[src/rtl/mem_pkg.sv]
// Shared constants and helpers for the unified instruction/data memory responder.
// Holds RV32I load/store funct3 encodings, the default fetch-starvation limit,
// and small pure functions for access legality and byte-lane steering.
package mem_pkg;

    localparam logic [2:0] F3_B  = 3'b000;
    localparam logic [2:0] F3_H  = 3'b001;
    localparam logic [2:0] F3_W  = 3'b010;
    localparam logic [2:0] F3_BU = 3'b100;
    localparam logic [2:0] F3_HU = 3'b101;

    // Consecutive data grants tolerated while a fetch waits.
    localparam int STARVE_MAX_DEFAULT = 4;

    // 1 when the access is misaligned for its width or the funct3 is illegal
    // for the direction (unsigned variants exist only for loads).
    function automatic logic mem_access_err(input logic we, input logic [2:0] f3,
                                            input logic [1:0] alo);
        logic err;
        case (f3)
            F3_B:    err = 1'b0;
            F3_H:    err = alo[0];
            F3_W:    err = |alo;
            F3_BU:   err = we;
            F3_HU:   err = we | alo[0];
            default: err = 1'b1;
        endcase
        return err;
    endfunction

    // Which of the four byte lanes a legal store touches.
    function automatic logic [3:0] store_lane_mask(input logic [2:0] f3, input logic [1:0] alo);
        logic [3:0] mask;
        case (f3)
            F3_B:    mask = 4'b0001 << alo;
            F3_H:    mask = alo[1] ? 4'b1100 : 4'b0011;
            F3_W:    mask = 4'b1111;
            default: mask = 4'b0000;
        endcase
        return mask;
    endfunction

    // Replicate the store operand so every lane sees its correct byte;
    // the lane mask then picks which lanes actually capture it.
    function automatic logic [31:0] store_lane_data(input logic [2:0] f3, input logic [31:0] wdata);
        logic [31:0] d;
        case (f3)
            F3_B:    d = {4{wdata[7:0]}};
            F3_H:    d = {2{wdata[15:0]}};
            default: d = wdata;
        endcase
        return d;
    endfunction

endpackage

[src/rtl/mem_lane_bank.sv]
// One byte-wide storage lane: synchronous write, registered read of the indexed byte.
// Latency: read data valid the cycle after the index is presented.
// No flow control; the parent decides when a read or write is meaningful.
module mem_lane_bank #(
    parameter int IDX_W = 7
) (
    input  logic             clk,
    input  logic             i_we,
    input  logic [IDX_W-1:0] i_idx,
    input  logic [7:0]       i_wdat,
    output logic [7:0]       o_rdat
);

    logic [7:0] r_mem [0:(2**IDX_W)-1];
    logic [7:0] r_rdat;

    // Write the addressed byte and capture the addressed byte (old value on a write cycle).
    always_ff @(posedge clk) begin
        if (i_we) begin
            r_mem[i_idx] <= i_wdat;
        end
        r_rdat <= r_mem[i_idx];
    end

    assign o_rdat = r_rdat;

endmodule

[src/rtl/unified_mem_responder.sv]
// Unified fetch/load-store memory: one access per cycle, data-priority arbitration
// with a fetch starvation limit. Latency: response valid the cycle after acceptance.
// Requests are held by the requester until ready; responses have no backpressure.
module unified_mem_responder
    import mem_pkg::*;
#(
    parameter int ADDR_W     = 9,
    parameter int STARVE_MAX = STARVE_MAX_DEFAULT
) (
    input  logic              clk,
    input  logic              reset,
    input  logic              if_req_valid,
    input  logic [ADDR_W-1:0] if_req_addr,
    output logic              if_req_ready,
    output logic              if_rsp_valid,
    output logic [31:0]       if_rsp_data,
    output logic              if_rsp_err,
    input  logic              d_req_valid,
    input  logic              d_req_we,
    input  logic [2:0]        d_req_funct3,
    input  logic [ADDR_W-1:0] d_req_addr,
    input  logic [31:0]       d_req_wdata,
    output logic              d_req_ready,
    output logic              d_rsp_valid,
    output logic [31:0]       d_rsp_data,
    output logic              d_rsp_err
);

    localparam int IDX_W = ADDR_W - 2;
    localparam int CNT_W = $clog2(STARVE_MAX + 2);

    logic [CNT_W-1:0] r_starve_cnt;
    logic             r_if_vld;
    logic             r_d_vld;
    logic             r_err;
    logic             r_we;
    logic [2:0]       r_f3;
    logic [1:0]       r_alo;

    logic             w_force_if;
    logic             w_d_err;
    logic             w_if_err;
    logic             w_store;
    logic [IDX_W-1:0] w_idx;
    logic [3:0]       w_lane_we;
    logic [31:0]      w_lane_wdat;
    logic [31:0]      w_word;
    logic [7:0]       w_byte;
    logic [15:0]      w_half;
    logic [31:0]      w_load;

    // Arbitration: data wins unless the fetch has already lost STARVE_MAX times in a row.
    assign w_force_if   = if_req_valid & d_req_valid & (r_starve_cnt == CNT_W'(STARVE_MAX));
    assign d_req_ready  = ~reset & d_req_valid & ~w_force_if;
    assign if_req_ready = ~reset & if_req_valid & (~d_req_valid | w_force_if);

    assign w_if_err    = |if_req_addr[1:0];
    assign w_d_err     = mem_access_err(d_req_we, d_req_funct3, d_req_addr[1:0]);
    assign w_store     = d_req_ready & d_req_we & ~w_d_err;
    assign w_idx       = if_req_ready ? if_req_addr[ADDR_W-1:2] : d_req_addr[ADDR_W-1:2];
    assign w_lane_we   = w_store ? store_lane_mask(d_req_funct3, d_req_addr[1:0]) : 4'b0000;
    assign w_lane_wdat = store_lane_data(d_req_funct3, d_req_wdata);

    genvar k;
    generate
        for (k = 0; k < 4; k++) begin : g_lane
            mem_lane_bank #(.IDX_W(IDX_W)) u_lane (
                .clk    (clk),
                .i_we   (w_lane_we[k]),
                .i_idx  (w_idx),
                .i_wdat (w_lane_wdat[8*k +: 8]),
                .o_rdat (w_word[8*k +: 8])
            );
        end
    endgenerate

    // Count data grants that bypassed a waiting fetch; anything else restarts the count.
    always_ff @(posedge clk or posedge reset) begin
        if (reset) begin
            r_starve_cnt <= '0;
        end else if (d_req_ready & if_req_valid) begin
            r_starve_cnt <= r_starve_cnt + 1'b1;
        end else begin
            r_starve_cnt <= '0;
        end
    end

    // Capture what the accepted access needs to shape its response next cycle.
    always_ff @(posedge clk or posedge reset) begin
        if (reset) begin
            r_if_vld <= 1'b0;
            r_d_vld  <= 1'b0;
            r_err    <= 1'b0;
            r_we     <= 1'b0;
            r_f3     <= F3_W;
            r_alo    <= 2'b00;
        end else begin
            r_if_vld <= if_req_ready;
            r_d_vld  <= d_req_ready;
            if (if_req_ready) begin
                r_err <= w_if_err;
                r_we  <= 1'b0;
                r_f3  <= F3_W;
                r_alo <= 2'b00;
            end else if (d_req_ready) begin
                r_err <= w_d_err;
                r_we  <= d_req_we;
                r_f3  <= d_req_funct3;
                r_alo <= d_req_addr[1:0];
            end
        end
    end

    assign w_byte = w_word[8*r_alo +: 8];
    assign w_half = r_alo[1] ? w_word[31:16] : w_word[15:0];

    // Width selection and sign/zero extension of the registered lane bytes.
    always_comb begin
        w_load = 32'h0;
        case (r_f3)
            F3_B:    w_load = {{24{w_byte[7]}}, w_byte};
            F3_BU:   w_load = {24'h0, w_byte};
            F3_H:    w_load = {{16{w_half[15]}}, w_half};
            F3_HU:   w_load = {16'h0, w_half};
            F3_W:    w_load = w_word;
            default: w_load = 32'h0;
        endcase
    end

    // Data is forced to zero unless a successful read is being reported, so the
    // unreset lane contents never leak out after reset, on stores, or on errors.
    assign if_rsp_valid = r_if_vld;
    assign if_rsp_err   = r_if_vld & r_err;
    assign if_rsp_data  = (r_if_vld & ~r_err) ? w_word : 32'h0;
    assign d_rsp_valid  = r_d_vld;
    assign d_rsp_err    = r_d_vld & r_err;
    assign d_rsp_data   = (r_d_vld & ~r_err & ~r_we) ? w_load : 32'h0;

endmodule

[config.mk]
export PLATFORM = sky130hd
export DESIGN_NAME = unified_mem_responder
export DESIGN_NICKNAME = d
export VERILOG_FILES = /design/src/rtl/mem_pkg.sv /design/src/rtl/mem_lane_bank.sv /design/src/rtl/unified_mem_responder.sv
export SDC_FILE = /design/constraint.sdc
export NUM_CORES = 2
export LEC_CHECK = 0
export CAP_MARGIN = 5
export CORE_UTILIZATION = 40
export DETAILED_ROUTE_END_ITERATION = 6
export PLACE_DENSITY = 0.56
export SYNTH_ARGS = -nofsm -noshare
export SYNTH_HDL_FRONTEND = slang
export SYNTH_HIERARCHICAL = 1
export SYNTH_SLANG_ARGS = --single-unit
[constraint.sdc]
create_clock -name clk -period 4.29 [get_ports clk]
set_input_delay 0.858 -clock clk [delete_from_list [all_inputs] [get_ports clk]]
set_output_delay 0.858 -clock clk [all_outputs]
set_load 0.02 [all_outputs]
Yosys cells after proc, flatten, opt, wreduce, memory -nomap -nowiden. Memory sizes are Yosys's and may differ from the RTL's. A register that Yosys moved wholly into a read port is not among the register bits. Index checks and enable logic that the tools add are counted.

Register bits: 12. RAM bits: 4096. Input port bits: 58. Logic and storage cells: 77. Memories: 4.

Memory list: g_lane[0].u_lane.r_mem (depth 128, width 8, rd ports 1, clocked after memory_dff 1, write ports 1, line mem_lane_bank.sv:14) `logic [7:0] r_mem [0:(2**IDX_W)-1];`; g_lane[1].u_lane.r_mem (depth 128, width 8, rd ports 1, clocked after memory_dff 1, write ports 1, line mem_lane_bank.sv:14); g_lane[2].u_lane.r_mem (depth 128, width 8, rd ports 1, clocked after memory_dff 1, write ports 1, line mem_lane_bank.sv:14); g_lane[3].u_lane.r_mem (depth 128, width 8, rd ports 1, clocked after memory_dff 1, write ports 1, line mem_lane_bank.sv:14).

Add/sub/neg operators: 1. Equality and inequality tests: 9. Shift-type cells: 2. Mux-type cells: 27. Bitwise operators: 22. Reduce and logical (&&, ||, !) cells: 5.

Operators with widths (count): $pmux W32 S5 (1); $mux W32 (2); $pmux W32 S2 (1); $shiftx A32 B6 Y8 (1); $mux W16 (1); $eq A3 B3 Y1 const B (5); $and A1 B1 Y1 (14); $mux W1 (12); $pmux W4 S3 (1); $mux W3 (3); $mux W4 (2); $mux W7 (1); $eq A3 B1 Y1 const B (2); $eq A3 B2 Y1 const B (2); $logic_not A3 Y1 (2); $not A1 Y1 (6); $pmux W1 S5 (1); $mux W2 (2); $reduce_or A2 Y1 (2); $shl A1 B2 Y4 const A (1); $add A3 B1 Y3 const B (1); $or A1 B1 Y1 (2); $reduce_bool A2 Y1 (1).

Longest topological paths before layout.
Depth in word-level cells: 9. Gate-level depth with buffers: 16.

Hierarchy. Netlist, hierarchy kept.

By module, submodules not included: mem_lane_bank (instances 4, cells an instance 2475, area each 40433.8 µm², sequential area each 30909.6 µm²); unified_mem_responder (instances 1, cells an instance 279, area each 2168.3 µm², sequential area each 301.5 µm²).

Least setup slack after synthesis. OpenSTA, ideal clock, no wires.

Path kind: input to register. Start: input d_req_funct3[1]. End: memory g_lane[3].u_lane.r_mem[0][5] (data pin). Setup time: 0.892 ns. Data arrival time: 5.028 ns. Required time: 3.398 ns. Path slack: -1.631 ns. Cell stages on the path: 5. Path through: buf_2 nor2_2 clkbuf_1 nor2_1 a21oi_1.

Word-level cells in the longest chain between the ends: 2.

RTL lines: start: declaration (line unified_mem_responder.sv:20) `input logic [2:0] d_req_funct3,`; $eq A3 B1 Y1 / $logic_not A3 Y1 (equally long branches) (line mem_pkg.sv:47) `case (f3)`; $pmux W32 S2 * (line mem_pkg.sv:47); named net w_lane_wdat[29] (line unified_mem_responder.sv:46) `logic [31:0] w_lane_wdat;`; end: declaration (line mem_lane_bank.sv:14).

Mark *: on every way through the listed nets, which the timed path passes. The rest lies on a longest branch.

Worst setup path after layout.
Start: register r_starve_cnt[0]. End: register g_lane[3].u_lane.r_rdat[7], read port of g_lane[3].u_lane.r_mem.

Word-level cells in the longest chain between the ends: 5.

RTL lines: start: declaration (line unified_mem_responder.sv:32) `logic [CNT_W-1:0] r_starve_cnt;`; start signal: assignment (line unified_mem_responder.sv:82) `r_starve_cnt <= r_starve_cnt + 1'b1;`; $eq A3 B3 Y1 (line unified_mem_responder.sv:53) `assign w_force_if = if_req_valid & d_req_valid & (r_starve_cnt == CNT_W'(STARVE_MAX));`; $and A1 B1 Y1 (line unified_mem_responder.sv:53); $or A1 B1 Y1 (line unified_mem_responder.sv:55) `assign if_req_ready = ~reset & if_req_valid & (~d_req_valid | w_force_if);`; $and A1 B1 Y1 (line unified_mem_responder.sv:55); $mux W7 (line unified_mem_responder.sv:60) `assign w_idx = if_req_ready ? if_req_addr[ADDR_W-1:2] : d_req_addr[ADDR_W-1:2];`; named net w_idx[0] (line unified_mem_responder.sv:44) `logic [IDX_W-1:0] w_idx;`; end: declaration (line mem_lane_bank.sv:15) `logic [7:0] r_rdat;`.

The timed path passes the listed nets, and every way through them passes these cells. A chain may end at the register's enable or synchronous reset.

==> impl_metrics.tcl <==
set metrics [dict create \
    setup-tns-final_ns 0 \
    worstHoldEndpoint "g_lane[0].u_lane/r_mem[83][7]" \
    antenna_found_initial 13 \
    clk_latency_ns 1.03 \
    p_switching_mw 21.95 \
    yosys-top-cells-area "edfxtp_1, a221oi_1, nor2_1, mux2_2, mux2i_1" \
    num_rows 234 \
    irDropWorstVdd_v 0.0003540 \
    power_frac_comb 0.099 \
    yosysWarnings 6 \
    route.detailed.drc 0 \
    start_util 0.4027 \
    synth.top_cell.area_share 0.7504 \
    finalCritPeriodShare 0.9930 \
    cts.path.max_buffers 4 \
    htreeDepth 5 \
    p_leak_nw 67.68 \
    grt_pass1_vias 106300 \
    num_vias 107400 \
    slew_headroom 0.2608 \
    multi_input_area_sq_mm 0.03607 \
    endpoint_kind "flip-flop" \
    maxClockFrequency_ghz 0.2347 \
    hold_start "d_req_wdata[7]" \
    hp-class "input port to flip-flop" \
    drv_cap 0 \
    hold_slack_ns 0.1999 \
    area_growth_pct 23.01 \
    crit_arrival_ns 5.13 \
    synth-main-ff-cell "edfxtp_1" \
    final_area_sq_mm 0.2016 \
    seqPwrFrac 0.496 \
    first_iter_violations 13740 \
    total_power_mw 91.18 \
    ant_nets 0 \
    wl_microns 554500 \
    dp_hpwl_microns 373200 \
    fin_cells 17910 \
    status "finished clean" \
    clkPwrFrac 0.405 \
    min_period_ns 4.260 \
    core_area_sq_mm 0.4070 \
    r2r_cells 13 \
    tritoncts "done" \
    synth_largest_area_cell "edfxtp_1" \
    synth-edff-count 4096 \
    grt_usage 0.2608 \
    yosys.cell_types.count 82 \
    io_buffers 127 \
    dieHeight_microns 642.1 \
    post_dp_cell_area_sq_mm 0.1877 \
    register_area_sq_mm 0.1240 \
    r2r_start "r_starve_cnt[0]" \
    clkTransAtPathRegs_ns 0.06 \
    path_class "flip-flop to flip-flop" \
    synthMostInstantiatedCell "edfxtp_1" \
    required_ns 5.16 \
    wl_per_cell_microns 30.95 \
    tightestPinTransition_ns 1.109 \
    boundaryPins 128 \
    syn_area_per_cell_sq_um 16.10 \
    synthCells 10180 \
    p_int_mw 69.23 \
    slew_violations 0 \
    overflow 0 \
    globalplace.congestion 0.9131 \
    finalSetupViolations 0 \
    cts-root-buf "clkbuf_16" \
    yosysSeqAreaShare 0.7562 \
    swShare 0.2408 \
    avgViaCountPerCell 5.993 \
    ys_ff_latch 4140 \
    clock_skew_ns 0.04726 \
    grt_pass1_wl_microns 785400 \
    async_flop_share 0.002899 \
    drt_pass1_iterations 6 \
    dp.cells 17120 \
    reg2reg_to "g_lane[3].u_lane/o_rdat[7]" \
    fillers 34100 \
    synth_commonest_cells "edfxtp_1, nor2_1, a221oi_1, a21oi_1, nand2_1" \
    synth.net_count 10240 \
    grt_max_degree 129 \
    clock_sinks 4140 \
    holdBufCountCts 0 \
    chipWidth_microns 642.1 \
    cp-start-kind "flip-flop" \
    drive_gt1_frac 0.2615 \
    die-area_sq_mm 0.4123 \
    cts_buffers 424 \
    worst-r2r-setup-slack_ns 0.03 \
    final-hold-violation-count 0 \
    worstPathMaxFanout 16 \
    final_nets 12180 \
    synth_area_sq_mm 0.1639 \
    power_density_mw_per_mm2 452.3 \
    hold_depth 1 \
]
routing by layer:
metal | vias up | wire, microns | part of all wire | GRT usage
li1 | 45290 | - | - | -
met1 | 55220 | 216200 | 0.39 | 0.3437
met2 | 5733 | 260400 | 0.47 | 0.4212
met3 | 1103 | 49060 | 0.088 | 0.04754
met4 | 0 | 28770 | 0.052 | 0.1188
met5 | - | 0 | 0 | 0
power by group through the flow:
stage / registers (mW) / logic, mW / clock network, mW
after floorplan: 45.7 / 4.01 / 0
after global placement: 46.1 / 8.76 / 0
after detailed placement: 46.1 / 8.84 / 0
after CTS: 45.2 / 8.89 / 37.3
after global routing: 45.2 / 9.36 / 38.8
final: 45.2 / 9.02 / 36.9
metrics by stage:
stage	util	worst slack (ns)
after CTS	0.4952	0.001843
after global placement	0.4612	-0.9034
after floorplan	-	-1.631
final	0.4954	0.02982
after detailed placement	0.4612	-0.8217
after global routing	0.4954	-0.02641
logic make-up after synthesis:
family,after synthesis,synth area share
AOI/OAI and AO/OA,2796,0.1270
and+or+nand+nor,1822,0.04796
buffers and inverters,823,0.02660
muxes,596,0.04207
DFF,4140,0.7562
adders and majority gates,2,0.0001527
placed cells by master, fill, tap and decap left out, types with 55 or more instances in the layout:
cell type / synthesis / layout
a22o_1: 164 / 164
nor3_1: 69 / 61
nand2_1: 442 / 441
mux2i_1: 267 / 267
clkinv_1: 0 / 86
nor2_1: 971 / 967
and2_1: 55 / 55
o221ai_1: 68 / 68
clkbuf_1: 293 / 86
clkdlybuf4s50_1: 0 / 118
nand3_1: 73 / 73
a221o_1: 81 / 81
clkbuf_16: 0 / 428
a221oi_1: 882 / 881
edfxtp_1: 4096 / 4096
mux2_2: 263 / 241
o21ai_0: 326 / 324
a22oi_1: 294 / 294
a21oi_1: 532 / 521
o22ai_1: 96 / 96
buf_4: 38 / 1944
clkinv_2: 0 / 72
buf_12: 0 / 257
registers in the layout, indices dropped and copies added, names as in the netlist:
register	count
g_lane.u_lane/r_mem	4096
g_lane.u_lane/o_rdat	32
r_f3	3
r_starve_cnt	3
r_alo	2
d_rsp_valid	1
if_rsp_valid	1
r_err	1
r_we	1
repair_timing:
| action | in CTS | in global routing |
|---|---|---|
| resized for setup | 14 | 14 |
| setup endpoints to repair | 39 | 79 |
| pin swaps | 2 | 0 |
| setup buffers | 4 | 1 |
area by class of cell:
type                       count  area share
multi-input combinational   5216      0.1789
timing repair buffer        2320      0.1038
inverter                      21   0.0004406
antenna                        9   0.0001117
tap                         5428     0.03369
clock inverter               257     0.01298
clock buffer                 522     0.05527
sequential                  4140      0.6148
critical path, cell delays in order (launching register included):
cell	delay, ns
dfrtp_1	0.40
inv_1	0.07
ha_1	0.20
nand2_1	0.13
a21oi_4	0.34
mux2_8	0.53
buf_12	0.24
and3b_2	0.40
buf_4	0.26
a222oi_1	0.47
o22ai_1	0.16
a32oi_1	0.48
and4b_1	0.30
nand4b_1	0.09
worst max path at each step:
stage / endpoint / startpoint / cells past startpoint
after floorplan: g_lane[3].u_lane/r_mem[0][5] / d_req_funct3[1] / 5
after global routing: d_rsp_data[9] / r_f3[0] / 5
after CTS: g_lane[1].u_lane/o_rdat[5] / r_starve_cnt[0] / 13
after global placement: g_lane[2].u_lane/o_rdat[7] / reset / 13
final: g_lane[3].u_lane/o_rdat[7] / r_starve_cnt[0] / 13
after detailed placement: g_lane[2].u_lane/o_rdat[5] / reset / 13
No activity file was read; power rests on OpenSTA's default activity.
